**src/rtl/lsu_mem_ctrl_if.sv**
```systemverilog
// Pipeline request/response handshake plus word-addressed data memory port of the
// load/store controller. The controller takes the slave view; the pipeline/memory side takes master.
interface lsu_mem_ctrl_if;
    logic        req_valid_i;
    logic        req_ready_o;
    logic        req_wr_i;
    logic [2:0]  req_funct3_i;
    logic [31:0] req_addr_i;
    logic [31:0] req_wr_data_i;
    logic        resp_valid_o;
    logic [31:0] resp_rd_data_o;
    logic        resp_err_o;
    logic        mem_req_o;
    logic [31:0] mem_addr_o;
    logic        mem_wr_en_o;
    logic [31:0] mem_wr_data_o;
    logic [3:0]  mem_byte_en_o;
    logic [31:0] mem_rd_data_i;
    logic        mem_valid_i;

    modport slave (
        input  req_valid_i, req_wr_i, req_funct3_i, req_addr_i, req_wr_data_i,
        input  mem_rd_data_i, mem_valid_i,
        output req_ready_o, resp_valid_o, resp_rd_data_o, resp_err_o,
        output mem_req_o, mem_addr_o, mem_wr_en_o, mem_wr_data_o, mem_byte_en_o
    );

    modport master (
        output req_valid_i, req_wr_i, req_funct3_i, req_addr_i, req_wr_data_i,
        output mem_rd_data_i, mem_valid_i,
        input  req_ready_o, resp_valid_o, resp_rd_data_o, resp_err_o,
        input  mem_req_o, mem_addr_o, mem_wr_en_o, mem_wr_data_o, mem_byte_en_o
    );
endinterface

```
**src/rtl/lsu_mem_ctrl.sv**
```systemverilog
// RV32I load/store controller: one request at a time, word-boundary crossings split into
// two word accesses, per-access timeout and illegal-funct3 error responses.
module lsu_mem_ctrl #(
    parameter int unsigned MAX_WAIT = 15
) (
    input  logic          clk,
    input  logic          rst_n,
    lsu_mem_ctrl_if.slave bus
);
    typedef enum logic [1:0] {IDLE, ACC0, ACC1, RESP} state_t;

    localparam logic [7:0] WAIT_LIMIT = 8'(MAX_WAIT);

    state_t      state_q, state_d;
    logic        ready_q;
    logic        err_q, err_d;
    logic [7:0]  wait_q, wait_d;
    logic        wr_q;
    logic [2:0]  funct3_q;
    logic [31:0] addr_q;
    logic [31:0] wr_data_q;
    logic [31:0] w0_q;
    logic [31:0] w1_q;

    logic        accept;
    logic        illegal_req;
    logic        split;
    logic [1:0]  offset;
    logic [2:0]  size;
    logic [3:0]  end_pos;
    logic [3:0]  size_mask;
    logic [7:0]  lane_mask;
    logic [63:0] lane_data;
    logic [31:0] shifted_rd;
    logic [31:0] load_data;

    assign accept      = bus.req_valid_i && ready_q;
    assign illegal_req = (bus.req_funct3_i == 3'b011) || (bus.req_funct3_i[2:1] == 2'b11) ||
                         (bus.req_wr_i && bus.req_funct3_i[2]);

    // Access geometry is derived from the latched request so it stays stable while waiting
    assign offset = addr_q[1:0];

    always_comb begin
        size      = 3'd4;
        size_mask = 4'b1111;
        case (funct3_q[1:0])
            2'b00: begin
                size      = 3'd1;
                size_mask = 4'b0001;
            end
            2'b01: begin
                size      = 3'd2;
                size_mask = 4'b0011;
            end
            default: begin
                size      = 3'd4;
                size_mask = 4'b1111;
            end
        endcase
    end

    assign end_pos = {2'b00, offset} + {1'b0, size};
    assign split   = end_pos > 4'd4;

    // Lanes of the second word are whatever spills past bit 31 of the first
    assign lane_mask  = {4'b0000, size_mask} << offset;
    assign lane_data  = {32'h0, wr_data_q} << {offset, 3'b000};
    assign shifted_rd = 32'({w1_q, w0_q} >> {offset, 3'b000});

    always_comb begin
        load_data = shifted_rd;
        case (size)
            3'd1: load_data = funct3_q[2] ? {24'h0, shifted_rd[7:0]}
                                          : {{24{shifted_rd[7]}}, shifted_rd[7:0]};
            3'd2: load_data = funct3_q[2] ? {16'h0, shifted_rd[15:0]}
                                          : {{16{shifted_rd[15]}}, shifted_rd[15:0]};
            default: load_data = shifted_rd;
        endcase
    end

    always_ff @(posedge clk or negedge rst_n) begin
        if (!rst_n) begin
            state_q <= IDLE;
            ready_q <= 1'b0;
            err_q   <= 1'b0;
            wait_q  <= 8'd0;
        end else begin
            state_q <= state_d;
            ready_q <= (state_d == IDLE);
            err_q   <= err_d;
            wait_q  <= wait_d;
        end
    end

    always_ff @(posedge clk or negedge rst_n) begin
        if (!rst_n) begin
            wr_q      <= 1'b0;
            funct3_q  <= 3'b000;
            addr_q    <= 32'h0;
            wr_data_q <= 32'h0;
            w0_q      <= 32'h0;
            w1_q      <= 32'h0;
        end else begin
            if (accept) begin
                wr_q      <= bus.req_wr_i;
                funct3_q  <= bus.req_funct3_i;
                addr_q    <= bus.req_addr_i;
                wr_data_q <= bus.req_wr_data_i;
                w0_q      <= 32'h0;
                w1_q      <= 32'h0;
            end
            if (state_q == ACC0 && bus.mem_valid_i) w0_q <= bus.mem_rd_data_i;
            if (state_q == ACC1 && bus.mem_valid_i) w1_q <= bus.mem_rd_data_i;
        end
    end

    // The wait counter is allowed to reach WAIT_LIMIT, so an access is held MAX_WAIT+1 cycles
    always_comb begin
        state_d = state_q;
        err_d   = err_q;
        wait_d  = wait_q;
        unique case (state_q)
            IDLE: begin
                wait_d = 8'd0;
                if (accept) begin
                    err_d   = illegal_req;
                    state_d = illegal_req ? RESP : ACC0;
                end
            end
            ACC0: begin
                if (bus.mem_valid_i) begin
                    wait_d  = 8'd0;
                    state_d = split ? ACC1 : RESP;
                end else if (wait_q == WAIT_LIMIT) begin
                    err_d   = 1'b1;
                    state_d = RESP;
                end else begin
                    wait_d = wait_q + 8'd1;
                end
            end
            ACC1: begin
                if (bus.mem_valid_i) begin
                    wait_d  = 8'd0;
                    state_d = RESP;
                end else if (wait_q == WAIT_LIMIT) begin
                    err_d   = 1'b1;
                    state_d = RESP;
                end else begin
                    wait_d = wait_q + 8'd1;
                end
            end
            RESP: begin
                wait_d  = 8'd0;
                state_d = IDLE;
            end
        endcase
    end

    always_comb begin
        bus.mem_req_o     = 1'b0;
        bus.mem_addr_o    = 32'h0;
        bus.mem_wr_en_o   = 1'b0;
        bus.mem_wr_data_o = 32'h0;
        bus.mem_byte_en_o = 4'b0000;
        if (state_q == ACC0) begin
            bus.mem_req_o     = 1'b1;
            bus.mem_addr_o    = {addr_q[31:2], 2'b00};
            bus.mem_wr_en_o   = wr_q;
            bus.mem_wr_data_o = lane_data[31:0];
            bus.mem_byte_en_o = lane_mask[3:0];
        end else if (state_q == ACC1) begin
            bus.mem_req_o     = 1'b1;
            bus.mem_addr_o    = {addr_q[31:2] + 30'd1, 2'b00};
            bus.mem_wr_en_o   = wr_q;
            bus.mem_wr_data_o = lane_data[63:32];
            bus.mem_byte_en_o = lane_mask[7:4];
        end
    end

    assign bus.req_ready_o    = ready_q;
    assign bus.resp_valid_o   = (state_q == RESP);
    assign bus.resp_err_o     = (state_q == RESP) && err_q;
    assign bus.resp_rd_data_o = (state_q == RESP && !err_q && !wr_q) ? load_data : 32'h0;
endmodule

```
**src/flat_wrapper.sv**
```systemverilog
// flat-port wrapper written by rule: the top's interface ports become plain ports
module lsu_mem_ctrl_flat 
#(
    parameter int unsigned MAX_WAIT = 15
)
  (clk, rst_n, bus_req_valid_i, bus_req_wr_i, bus_req_funct3_i, bus_req_addr_i, bus_req_wr_data_i, bus_mem_rd_data_i, bus_mem_valid_i, bus_req_ready_o, bus_resp_valid_o, bus_resp_rd_data_o, bus_resp_err_o, bus_mem_req_o, bus_mem_addr_o, bus_mem_wr_en_o, bus_mem_wr_data_o, bus_mem_byte_en_o);
  lsu_mem_ctrl_if bus_i ();
  input  logic clk;
  input  logic rst_n;
  input wire logic [$bits(bus_i.req_valid_i)-1:0] bus_req_valid_i;
  input wire logic [$bits(bus_i.req_wr_i)-1:0] bus_req_wr_i;
  input wire logic [$bits(bus_i.req_funct3_i)-1:0] bus_req_funct3_i;
  input wire logic [$bits(bus_i.req_addr_i)-1:0] bus_req_addr_i;
  input wire logic [$bits(bus_i.req_wr_data_i)-1:0] bus_req_wr_data_i;
  input wire logic [$bits(bus_i.mem_rd_data_i)-1:0] bus_mem_rd_data_i;
  input wire logic [$bits(bus_i.mem_valid_i)-1:0] bus_mem_valid_i;
  output wire logic [$bits(bus_i.req_ready_o)-1:0] bus_req_ready_o;
  output wire logic [$bits(bus_i.resp_valid_o)-1:0] bus_resp_valid_o;
  output wire logic [$bits(bus_i.resp_rd_data_o)-1:0] bus_resp_rd_data_o;
  output wire logic [$bits(bus_i.resp_err_o)-1:0] bus_resp_err_o;
  output wire logic [$bits(bus_i.mem_req_o)-1:0] bus_mem_req_o;
  output wire logic [$bits(bus_i.mem_addr_o)-1:0] bus_mem_addr_o;
  output wire logic [$bits(bus_i.mem_wr_en_o)-1:0] bus_mem_wr_en_o;
  output wire logic [$bits(bus_i.mem_wr_data_o)-1:0] bus_mem_wr_data_o;
  output wire logic [$bits(bus_i.mem_byte_en_o)-1:0] bus_mem_byte_en_o;
  assign bus_i.req_valid_i = bus_req_valid_i;
  assign bus_i.req_wr_i = bus_req_wr_i;
  assign bus_i.req_funct3_i = bus_req_funct3_i;
  assign bus_i.req_addr_i = bus_req_addr_i;
  assign bus_i.req_wr_data_i = bus_req_wr_data_i;
  assign bus_i.mem_rd_data_i = bus_mem_rd_data_i;
  assign bus_i.mem_valid_i = bus_mem_valid_i;
  assign bus_req_ready_o = bus_i.req_ready_o;
  assign bus_resp_valid_o = bus_i.resp_valid_o;
  assign bus_resp_rd_data_o = bus_i.resp_rd_data_o;
  assign bus_resp_err_o = bus_i.resp_err_o;
  assign bus_mem_req_o = bus_i.mem_req_o;
  assign bus_mem_addr_o = bus_i.mem_addr_o;
  assign bus_mem_wr_en_o = bus_i.mem_wr_en_o;
  assign bus_mem_wr_data_o = bus_i.mem_wr_data_o;
  assign bus_mem_byte_en_o = bus_i.mem_byte_en_o;
  lsu_mem_ctrl #(.MAX_WAIT(MAX_WAIT)) u_core (.clk(clk), .rst_n(rst_n), .bus(bus_i));
endmodule
```
**config.mk**
```make
export PLATFORM = sky130hd
export DESIGN_NAME = lsu_mem_ctrl_flat
export DESIGN_NICKNAME = d
export VERILOG_FILES = /design/src/rtl/lsu_mem_ctrl_if.sv /design/src/rtl/lsu_mem_ctrl.sv /design/src/flat_wrapper.sv
export SDC_FILE = /design/constraint.sdc
export NUM_CORES = 1
export LEC_CHECK = 0
export ABC_AREA = 0
export BUFFER_PORTS_ARGS = -buffer_cell sky130_fd_sc_hd__buf_2
export CORE_ASPECT_RATIO = 0.75
export CORE_MARGIN = 2
export CORE_UTILIZATION = 54
export DETAILED_ROUTE_END_ITERATION = 8
export PLACE_DENSITY = 0.85
export SETUP_SLACK_MARGIN = 0.02
export SYNTH_ARGS = -nofsm -noshare
export SYNTH_HDL_FRONTEND = slang
export SYNTH_SLANG_ARGS = --single-unit
```
**constraint.sdc**
```tcl
create_clock -name clk -period 2.5 [get_ports clk]
set_input_delay 0.25 -clock clk [delete_from_list [all_inputs] [get_ports clk]]
set_output_delay 0.25 -clock clk [all_outputs]
set_load 0.02 [all_outputs]
```
### Word level (Yosys, flattened, before mapping)

Index checks and enable logic that the tools add are counted.

* bits in registers: 144
* input bits: 104
* output and inout bits: 105

* $add $sub $neg: 3
* $lt $le $gt $ge: 1
* eq/ne operators: 13
* shift operators: 3
* mux-type cells: 33
* reduce and logical (&&, ||, !) cells: 20

Operator list (number)
* 32-bit 2-to-1 mux: 10
* 32-bit case mux with 2 select lines: 1
* 32-bit by 5-bit << shifter with 64-bit output: 1
* 64-bit by 5-bit >> shifter with 32-bit output: 1
* 30-bit by 1-bit adder with 30-bit output, second input constant: 1
* 8-bit 2-to-1 mux: 2
* 8-bit case mux with 2 select lines: 1
* 2-bit 2-to-1 mux: 5
* 8-bit by 1-bit adder with 8-bit output, second input constant: 1
* 8-bit by 4-bit equality test with 1-bit output, second input constant: 1
* 1-bit 2-to-1 mux: 8
* 4-bit 2-to-1 mux: 2
* 2-bit case mux with 4 select lines: 1
* 4-bit case mux with 2 select lines: 1
* 4-bit by 2-bit << shifter with 8-bit output: 1
* 1-bit logical AND: 7
* 2-bit equality test, second input constant: 3
* 3-bit by 2-bit equality test with 1-bit output, second input constant: 2
* 2-bit logical NOT: 3
* 3-bit case mux with 2 select lines: 1
* 2-bit nonzero test: 3
* 2-bit by 3-bit adder with 4-bit output: 1
* 2-bit by 1-bit equality test with 1-bit output, second input constant: 2
* 4-bit by 3-bit greater-than comparator with 1-bit output, second input constant: 1
* other kinds (9): 13

### Longest topological paths before layout

* depth after elaboration: 8
* mapped depth: 10
* gate-level depth less buffers: 8

### Worst setup path after synthesis

OpenSTA, ideal clock, no wires.

* path type: register to output
* start point: reg u_core.state_q[1]
* end point: out bus_mem_addr_o[17]
* arrival: 2205 ps
* required time: 2250 ps
* path slack: 45 ps
* cell stages (with the launch flop): 7
* path through: dfrtp_1 inv_1 ha_1 nand4b_2 or3_2 or4_1 a21oi_1

* cells in the longest elaborated chain, start to end: 3

Ends and longest elaborated chain
* from (decl): line lsu_mem_ctrl.sv:14 `state_t state_q, state_d;`
* from (signal assigned): line lsu_mem_ctrl.sv:89 `state_q <= state_d;`
* 2-bit equality test: line lsu_mem_ctrl.sv:172 `end else if (state_q == ACC1) begin`
* 32-bit 2-to-1 mux: line lsu_mem_ctrl.sv:172
* 32-bit 2-to-1 mux *: line lsu_mem_ctrl.sv:166 `if (state_q == ACC0) begin`
* to (decl): line flat_wrapper.sv:22 `output wire logic [$bits(bus_i.mem_addr_o)-1:0] bus_mem_addr_o;`

Mark *: on every way between the ends. The rest lies on a longest branch, timed or not.

### Worst setup path in the final report

* start point: reg u_core.addr_q[16]
* end point: out bus_mem_addr_o[30]

* cells in the longest elaborated chain, start to end: 3

Ends and longest elaborated chain
* from (decl): line lsu_mem_ctrl.sv:20 `logic [31:0] addr_q;`
* from (signal assigned): line lsu_mem_ctrl.sv:108 `addr_q <= bus.req_addr_i;`
* 30-bit by 1-bit adder with 30-bit output: line lsu_mem_ctrl.sv:174 `bus.mem_addr_o = {addr_q[31:2] + 30'd1, 2'b00};`
* 32-bit 2-to-1 mux: line lsu_mem_ctrl.sv:172
* 32-bit 2-to-1 mux: line lsu_mem_ctrl.sv:166

Every way passes these cells.

==> out/results.txt <==
Cells after Synth = 890
Setup crit start kind = flop
endpoint class of the critical path = output port
IO Count = 209
min setup slack post-route = -196 ps
Worst Path Max Fanout = 10
CTS sink count = 136
Starting DRT DRC Count = 1089
fmax = 0.371 GHz
Synth Area per Inst = 9.09 sq um
drt first pass iters = 5
Clk network pwr share = 18.5%
Via density = 6.26
RSZ-0062 raised after global routing = yes
most common cell after layout, fill and taps aside = nand2_1
via count = 8384
Final Skew = 7.15 ps
Area after DPL = 0.00946 sq mm
hold crit path type = primary input to flop
Final setup viols = 14
post-route cell area = 0.0108 sq mm
ys async rst share = 100%
total grt overflow = 0
Die W = 145 um
Critical Path RT = 2250 ps
CP Data Arrival Time = 2450 ps
crit path kind = flop to output port
CTS buffer count = 17
worst rel slew slack = 58.3%
power share of the sequential group = 30.0%
post-synth cell types = 54
CP Cell Sequence = nand3_1 > or4_4 > buf_2 > o31ai_1 > a21oi_4 > buf_6
# DRC = 0
Synth Register Bits = 136
top cell family by delay on the critical path = simple AND/OR/NAND/NOR gates
fin cells = 1340
Gate power share = 51.5%
antenna violations before repair = 3
Synth Area in Compound Gates = 16.2%
sequential share of the synthesized area = 42.1%
worst-margin pin slew = 626 ps
Nets = 1237
IO Port Bufs = 206
setup slack at placement = 154 ps
site row count = 38
Final min period = 2700 ps
min-delay src = bus_req_addr_i[9]
post-synthesis adder-cell area fraction = 1.64%
Final ANT Viol Nets = 0
die footprint = 0.0160 sq mm
Slew Limit Fails = 0
CTS HTree Levels = 4
worst ir drop on vdd = 0.684 mV
CP peak stage delay = 560 ps
# fillers = 1034
max_cap viols = 0
Core Region = 0.0145 sq mm
hold slack = 22.3 ps
synthesized area = 0.00809 sq mm
clock latency on the worst-skew pair = 420 ps
share of cells above drive strength 1 = 36.0%
die height = 110 um
xor and xnor area share after synthesis = 1.41%
Clock Root Buffer = clkbuf_16
NetSw = 0.00640 W
outcome = finished with violations
Synth Flop Type = dfrtp_1
DPL Wire Length = 17600 um
mux cell area share after synthesis = 12.3%
largest family of logic cells by synthesized area = simple AND/OR/NAND/NOR gates
vias in the first global route = 7518
worst path buffer plus inverter count = 2
first-pass GRT wire length = 40300 um
Leak = 5.26 nW
Post-synth EDFFs = 0
global placement routability congestion = 0.932
CP max-delay cell = or4_4
CTS clock-pin slew for the worst setup and hold paths = 60 ps
Wirelength per Cell = 20.2 um
GRT Total Usage = 32.1%
pwr dens = 1340 mW/mm^2
Synth Warn # = 0
Reg-to-Reg Start = u_core.funct3_q[0]
Final Hold Vio Count = 0
WL final = 27100 um
Internal = 0.00808 W
Final Power = 0.0145 W
largest net degree at the start of global routing = 69
Sw Share = 44.2%
CTS tree = done
area growth from synthesis to layout = 33.2%
failing checks = setup timing
Final period util = 108%
clk buf depth = 2
critical path startpoint = u_core.addr_q[16]
most frequent cells in the layout = nand2_1 (242), buf_2 (177), dfrtp_1 (129), buf_4 (74), a22o_1 (68)
simple-gate portion of the synthesized area = 21.4%
Placed Cells = 1275
Starting Density = 55.6%
[kinds of logic (layout without fill, tap and decap cells)]
kind of cell	count (synthesis)	count (layout)
multiplexers	59	59
adder cells (fa/ha/maj)	10	10
XOR/XNOR	13	13
other	1	6
buffers and inverters	92	335
AND/OR/NAND/NOR	385	387
flip-flops	136	136
AO/OA/AOI/OAI	194	194
[repair_timing]
| action | in CTS | in global routing |
|---|---|---|
| gates cloned | 3 | 5 |
| endpoints found under the hold margin | 65 | 0 |
| setup endpoints to repair | 53 | 78 |
| hold buffers | 1 | 0 |
| gates resized for setup | 44 | 84 |
| buffers inserted | 14 | 6 |
| pin swaps | 26 | 17 |
[power by group through the flow]
stage | logic, W | clock network [W] | registers (W)
floorplan | 0.00461 | 0 | 0.00392
global placement | 0.00623 | 0 | 0.00422
detailed placement | 0.00640 | 0 | 0.00426
CTS | 0.00678 | 0.00268 | 0.00423
global route | 0.00800 | 0.00280 | 0.00444
finish | 0.00746 | 0.00267 | 0.00435
[sequential cells by signal, summed over array words and instances, names as in the netlist]
name / flops
u_core.funct3_q: 3
u_core.addr_q: 32
u_core.w1_q: 24
u_core.w0_q: 32
u_core.wait_q: 8
u_core.wr_q: 1
u_core.wr_data_q: 32
u_core.bus.req_ready_o: 1
u_core.state_q: 2
u_core.err_q: 1
[metal layers]
layer / vias to the layer above / track usage (%) / part of all wire (%)
met5: - / 0 / 0
met4: 0 / 10.2 / 2.6
met3: 87 / 5.56 / 11
met2: 626 / 49.9 / 45
met1: 4032 / 46.8 / 41
li1: 3639 / - / -
[worst reg2reg max path: stages, from the launching register on]
cell and delay [ps]:
dfrtp_1 360, or2_2 270, inv_1 80, ha_1 220, fa_1 390, xnor2_1 150, o22ai_1 170, nand3b_1 140
a221oi_1 440
[area by class of cell]
class	count	area (sq um)	share of cell area [%]
Multi-Input combinational cell	665	4580	42.5
Sequential cell	136	3410	31.7
Inverter	27	101	0.941
Tap cell	200	250	2.32
Antenna cell	4	10.0	0.0929
Clock inverter	14	189	1.75
Timing Repair Buffer	276	1790	16.6
Clock buffer	18	439	4.08
[Yosys cell counts (all sizes together) (2+ instances only)]
| cell | count | area (sq um) |
|---|---|---|
| dfrtp | 136 | 3400 |
| nor4 | 7 | 43.8 |
| xor2 | 5 | 43.8 |
| o21ai | 49 | 245 |
| or4 | 13 | 97.6 |
| o31ai | 11 | 82.6 |
| nand3b | 2 | 15.0 |
| mux4 | 32 | 721 |
| nand4 | 8 | 50.1 |
| ha | 9 | 113 |
| o22ai | 10 | 62.6 |
| nand2b | 2 | 12.5 |
| mux2i | 25 | 250 |
| a211oi | 4 | 30.0 |
| or2 | 2 | 12.5 |
| nand2 | 244 | 916 |
| buf | 24 | 136 |
| a31oi | 4 | 25.0 |
| nand3 | 17 | 90.1 |
| and4 | 4 | 35.0 |
| xnor2 | 8 | 70.1 |
| a21oi | 38 | 190 |
| nor2b | 8 | 50.1 |
| clkbuf | 40 | 150 |
| and2 | 6 | 37.5 |
| and4b | 2 | 20.0 |
| inv | 26 | 97.6 |
| a22o | 68 | 596 |
| and3 | 18 | 113 |
| or3 | 9 | 62.6 |
| nor3 | 2 | 10.0 |
| nor2 | 40 | 153 |
| mux2 | 2 | 22.5 |
| a22oi | 2 | 15.0 |
[metrics by stage]
step	utilization, %	TNS (ps)
2_1_floorplan	-	0
3_3_place_gp	65.0	0
3_5_place_dp	65.0	0
4_1_cts	71.2	-1380
5_1_grt	74.0	-2660
6_report	74.1	-1600
[worst paths after layout]
check,cells past startpoint,endpoint,slack [ps]
worst min register to register,1,u_core.w1_q[20],500
worst min-delay path,3,u_core.addr_q[9],20
max in group asynchronous,3,u_core.addr_q[2],1340
min in group asynchronous,2,u_core.w1_q[11],390
worst max register to register,8,u_core.bus.req_ready_o,150
worst max-delay path,6,bus_mem_addr_o[30],-200
Power figures use the tool's default switching activity.
